## config.mk

```make
export PLATFORM = sky130hd
export DESIGN_NAME = module_leds_driver
export DESIGN_NICKNAME = d
export VERILOG_FILES = /design/src/rtl/module_leds_driver.sv
export SDC_FILE = /design/constraint.sdc
export NUM_CORES = 1
export LEC_CHECK = 0
export CAP_MARGIN = 10
export CORE_ASPECT_RATIO = 0.5
export CORE_MARGIN = 1.5
export CORE_UTILIZATION = 30
export DETAILED_ROUTE_END_ITERATION = 6
export PLACE_DENSITY_LB_ADDON = 0.12
export SETUP_SLACK_MARGIN = 0.05
export SLEW_MARGIN = 5
export SYNTH_ARGS = -nofsm -noshare
export SYNTH_HDL_FRONTEND = slang
export SYNTH_SLANG_ARGS = --single-unit
export TNS_END_PERCENT = 5
```

## constraint.sdc

```tcl
create_clock -name clk -period 2.1 [get_ports clk]
set_input_delay 0.42 -clock clk [delete_from_list [all_inputs] [get_ports clk]]
set_output_delay 0.42 -clock clk [all_outputs]
set_load 0.01 [all_outputs]
```

## src/rtl/module_leds_driver.sv

```systemverilog
// module_leds_driver
//   Latches a value from the decoder path on a valid strobe and drives N board LEDs
//   with global PWM brightness and three display modes (static, blink, chase).
//
// Parameters
//   N_LEDS    number of LEDs and width of binario_i (1..16)
//   PWM_BITS  width of the brightness value and of the free-running PWM counter
//   BLINK_DIV clock cycles per blink/chase tick (>= 2)
//
// Ports
//   clk        system clock
//   rst        synchronous reset, active-high
//   binario_i  value to display; bit i maps to LED i
//   valid_i    one-cycle strobe; latches binario_i
//   modo_i     display mode: 00 static, 01 blink, 10 chase, 11 static
//   brillo_i   brightness duty value, sampled once per PWM period
//   led_o      registered LED pins, active-low by default (0 = lit)
//
// Build option
//   LEDS_ACTIVE_HIGH_EN  when defined, led_o is active-high (1 = lit, reset value all zeros)

module module_leds_driver #(
  parameter int unsigned N_LEDS    = 4,
  parameter int unsigned PWM_BITS  = 8,
  parameter int unsigned BLINK_DIV = 13500000
) (
  input  logic                clk,
  input  logic                rst,
  input  logic [N_LEDS-1:0]   binario_i,
  input  logic                valid_i,
  input  logic [1:0]          modo_i,
  input  logic [PWM_BITS-1:0] brillo_i,
  output logic [N_LEDS-1:0]   led_o
);

  localparam int unsigned    DivW    = (BLINK_DIV > 1) ? $clog2(BLINK_DIV) : 1;
  localparam logic [DivW-1:0] DivLast = DivW'(BLINK_DIV - 1);

`ifdef LEDS_ACTIVE_HIGH_EN
  localparam logic [N_LEDS-1:0] LedOff = '0;
`else
  localparam logic [N_LEDS-1:0] LedOff = '1;
`endif

  typedef enum logic [1:0] {
    StEstatico,
    StParpadeo,
    StBarrido
  } state_e;

  state_e                state_q, state_d;
  logic [N_LEDS-1:0]     dato_q;
  logic [PWM_BITS-1:0]   brillo_q;
  logic [PWM_BITS-1:0]   cnt_q;
  logic [DivW-1:0]       div_q;
  logic                  fase_q;
  logic [N_LEDS-1:0]     onehot_q;

  logic                  tick;
  logic                  pwm_on;
  logic [N_LEDS-1:0]     onehot_rot;
  logic [N_LEDS-1:0]     pattern;
  logic [N_LEDS-1:0]     led_d;

  // Mode decode; the reserved encoding falls back to static display.
  always_comb begin
    state_d = StEstatico;
    case (modo_i)
      2'b01:   state_d = StParpadeo;
      2'b10:   state_d = StBarrido;
      default: state_d = StEstatico;
    endcase
  end

  assign tick   = (div_q == DivLast);
  assign pwm_on = (cnt_q < brillo_q);

  // Rotate left by one; written with shifts so N_LEDS = 1 stays legal.
  assign onehot_rot = (onehot_q << 1) | (onehot_q >> (N_LEDS - 1));

  always_comb begin
    pattern = dato_q;
    case (state_q)
      StParpadeo: pattern = fase_q ? dato_q : '0;
      StBarrido:  pattern = onehot_q;
      default:    pattern = dato_q;
    endcase
  end

`ifdef LEDS_ACTIVE_HIGH_EN
  assign led_d = pattern & {N_LEDS{pwm_on}};
`else
  assign led_d = ~(pattern & {N_LEDS{pwm_on}});
`endif

  always_ff @(posedge clk) begin
    if (rst) begin
      state_q  <= StEstatico;
      dato_q   <= '0;
      brillo_q <= '1;
      cnt_q    <= '0;
      div_q    <= '0;
      fase_q   <= 1'b1;
      onehot_q <= N_LEDS'(1);
      led_o    <= LedOff;
    end else begin
      cnt_q <= cnt_q + 1'b1;
      // Brightness only changes at the period boundary so a duty update never
      // produces a truncated or stretched pulse.
      if (cnt_q == '1) begin
        brillo_q <= brillo_i;
      end

      if (valid_i) begin
        dato_q <= binario_i;
      end

      state_q <= state_d;
      if (state_d != state_q) begin
        // A mode change restarts the timebase so blink/chase start cleanly.
        div_q  <= '0;
        fase_q <= 1'b1;
        if (state_d == StBarrido) begin
          onehot_q <= N_LEDS'(1);
        end
      end else begin
        div_q <= tick ? '0 : div_q + 1'b1;
        if (tick) begin
          fase_q <= ~fase_q;
          if (state_q == StBarrido) begin
            onehot_q <= onehot_rot;
          end
        end
      end

      led_o <= led_d;
    end
  end

endmodule

```

==> impl_metrics.toml, run 1 <==
[clock_tree]
cts-resized-gates = 0
cts_tree = "built"
clock_latency_ns = 0.30
cts_buffers = 5
root_buffer = "clkbuf_16"
cts_hold_buf = 0
post_cts_buffers = 0
cts.sinks = 55
path_clk_slew_ns = 0.07
cts_buffer_depth = 2
h-tree-depth = 2

[finish]
mostFrequentLayoutCells = "dfxtp_1, nor2_1, clkdlybuf4s50_1, buf_4, xor2_1"
drive_gt1_share_pct = 10.0
antennaDiodeCount = 0
synthToLayoutAreaGrowth_pct = 23.5
num-nets-final = 336
final_common_cell = "dfxtp_1"
fin_area_um2 = 3100
nFillCells = 835
final_core_util_pct = 38.5
ff_latch_area_um2 = 1100
multi_input_area_um2 = 1330

[floorplan]
fp.dieArea_um2 = 8950
core-area_um2 = 8060
num_rows = 23
pin_count = 21
initial_core_util_pct = 31.1
die_w_um = 132
die_y_um = 67.7

[critical_path]
start_kind = "primary input"
crit_family = "buffers and inverters"
cp.required_ns = 2.33
timing.rr.start = "state_q[0]"
r2r_cells = 6
reg2reg_to = "led_o[2]"
max_stage_delay_ns = 0.52
cp-end-kind = "flop"
crit_buf_inv = 3
rrSetupSlack_ns = 0.18
worst-setup-path-type = "in2reg"
slowest_stage = "clkdlybuf4s50_1"
arrival_ns = 2.15
worstPathCellList = "clkdlybuf4s50_1 > nor4bb_1 > a311oi_1 > buf_4 > a211o_1 > buf_12 > a21oi_1"
path_max_fanout = 24

[sta]
fin_ws_ns = 0.174
timing.hold.ws_ns = 0.474
setup_violations = 0
min_period_ns = 1.93
max_slew_margin_pct = 70.5
tightest_slew_ns = 0.440
finalCritPeriodShare_pct = 91.7
fmax_mhz = 519
final_hold_viol_count = 0
rsz0062_at_grt = "yes"
tns_ns = 0
finClkSkew_ns = 0.00612
drv_slew = 0

[detailed_routing]
drcViolationCount = 0
top_layer_used = "met4"
met2_length_mm = 2.56
initialDrtViolationCount = 70
wl_met3_um = 144
wl_mm = 5.30
drt_first_pass_iters = 4
wl_met1_mm = 2.51
wl_per_cell_um = 12.6
vias = 2063
viasPerCell = 4.90
antenna_left = 0

[logic_synthesis]
avgSynthCellArea_um2 = 9.16
synthFlopType = "dfxtp_1"
synthTopCellsByArea = "dfxtp_1, ha_1, xor2_1"
ys_async_sr_fraction_pct = 0
syn_inst = 274
yosysTopAreaCellShare_pct = 43.9
synth_edf_count = 0
synth_nets = 302
yosys.cell_types.count = 41
synth.ff_latch_count = 55
yosysSeqAreaShare_pct = 43.9
netlist_area_um2 = 2510
synth_warnings = 0
yosys.area.top_type = "dfxtp_1"

[power_and_ir_drop]
leakage_nw = 1.20
ir_drop_v = 0.000273
p_per_area_nw_per_um2 = 649

[global_routing]
globalRoute.totalOverflow = 0
antenna_found_initial = 0
grt.total_usage_pct = 13.1
grt_max_degree = 25
grt_pass1_wl_mm = 9.13
grt_pass1_vias = 2025

[place]
dpl_cell_area_um2 = 2950
portBuffers = 20
post-place-ws_ns = -0.194
place.gp.congestion = 0.764
hpwl_mm = 3.99

[min_path]
hold_end = "cnt_q[0]"
hold_depth = 1
holdCritStartpoint = "cnt_q[0]"
hold_path.class = "reg2reg"

[run]
max_cap_viol_count = 0

[run_status]
status = "finished, final reports clean"
## synth_stat cells (2+ instances only)
cell type / count
nand4_1: 14
o21ai_0: 13
a2111oi_0: 4
o32ai_1: 2
buf_2: 2
xor2_1: 15
nand3_1: 11
a21oi_1: 11
inv_1: 13
a21o_1: 5
dfxtp_1: 55
nor3_1: 2
nor2b_1: 2
mux2i_1: 4
nand2b_1: 4
o31ai_1: 4
or4_1: 6
ha_1: 11
xnor2_1: 3
a22oi_1: 4
clkbuf_1: 6
and3_1: 4
a211o_1: 8
and4_1: 5
nor2_1: 34
nor4bb_1: 4
buf_1: 2
or3_1: 7
nand2_1: 7
## kinds of logic (layout without fill, tap and decap cells)
group	count (synthesis)	after routing	share of synthesized area (%)
fa+ha+maj	11	11	5.49
buf+inv	23	58	3.54
xor+xnor	18	18	6.28
flops	55	55	43.9
simple gates	107	107	23.9
compound gates	56	56	15.3
mux	4	4	1.60
## worst max-delay path by stage
stage / slack (ns) / from / depth (start not counted) / endpoint
detailed placement: -0.19 / modo_i[0] / 7 / div_q[21]
global placement: -0.1 / modo_i[0] / 4 / fase_q
CTS: 0.14 / modo_i[0] / 7 / div_q[21]
finish: 0.17 / modo_i[1] / 7 / div_q[21]
global route: 0.05 / state_q[0] / 6 / led_o[1]
floorplan: 0.23 / div_q[0] / 5 / fase_q
## sequential cells by signal (all words and copies together), names as in the netlist
signal	flops
led_o	4
fase_q	1
state_q	2
brillo_q	8
dato_q	4
div_q	24
onehot_q	4
cnt_q	8
## report_power, final
group	internal (mW)	switching (mW)	leakage (nW)
logic	0.0741	0.0566	0.683
registers	1.06	0.0126	0.446
clock network	0.436	0.374	0.0733
## through the flow
stage               total power [mW]  cells
detailed placement              1.23    413
CTS                             2.04    421
finish                          2.01    421
global route                    2.10    421
global placement                1.23    413
floorplan                       1.15    274
## metal layers
layer | vias to the layer above | track usage, %
met5 | - | 0
met4 | 0 | 5.49
li1 | 1072 | -
met3 | 7 | 4.35
met2 | 20 | 24.2
met1 | 964 | 14.3
## layout make-up
class                           instances  area share, %
Clock buffer                            5           4.04
Clock inverter                          3          0.484
Inverter                               13           1.57
Multi-Input combinational cell        196           42.9
Sequential cell                        55           35.5
Tap cell                              112           4.52
Timing Repair Buffer                   37           11.0
Power figures use the tool's default switching activity.
==> inputs of run 2 (changes only) <==
SKIP_CTS_REPAIR_TIMING = 1   (was default)
==> results of run 2 <==
Same layout as run 1: the final DEF is identical, and so are final timing and power.
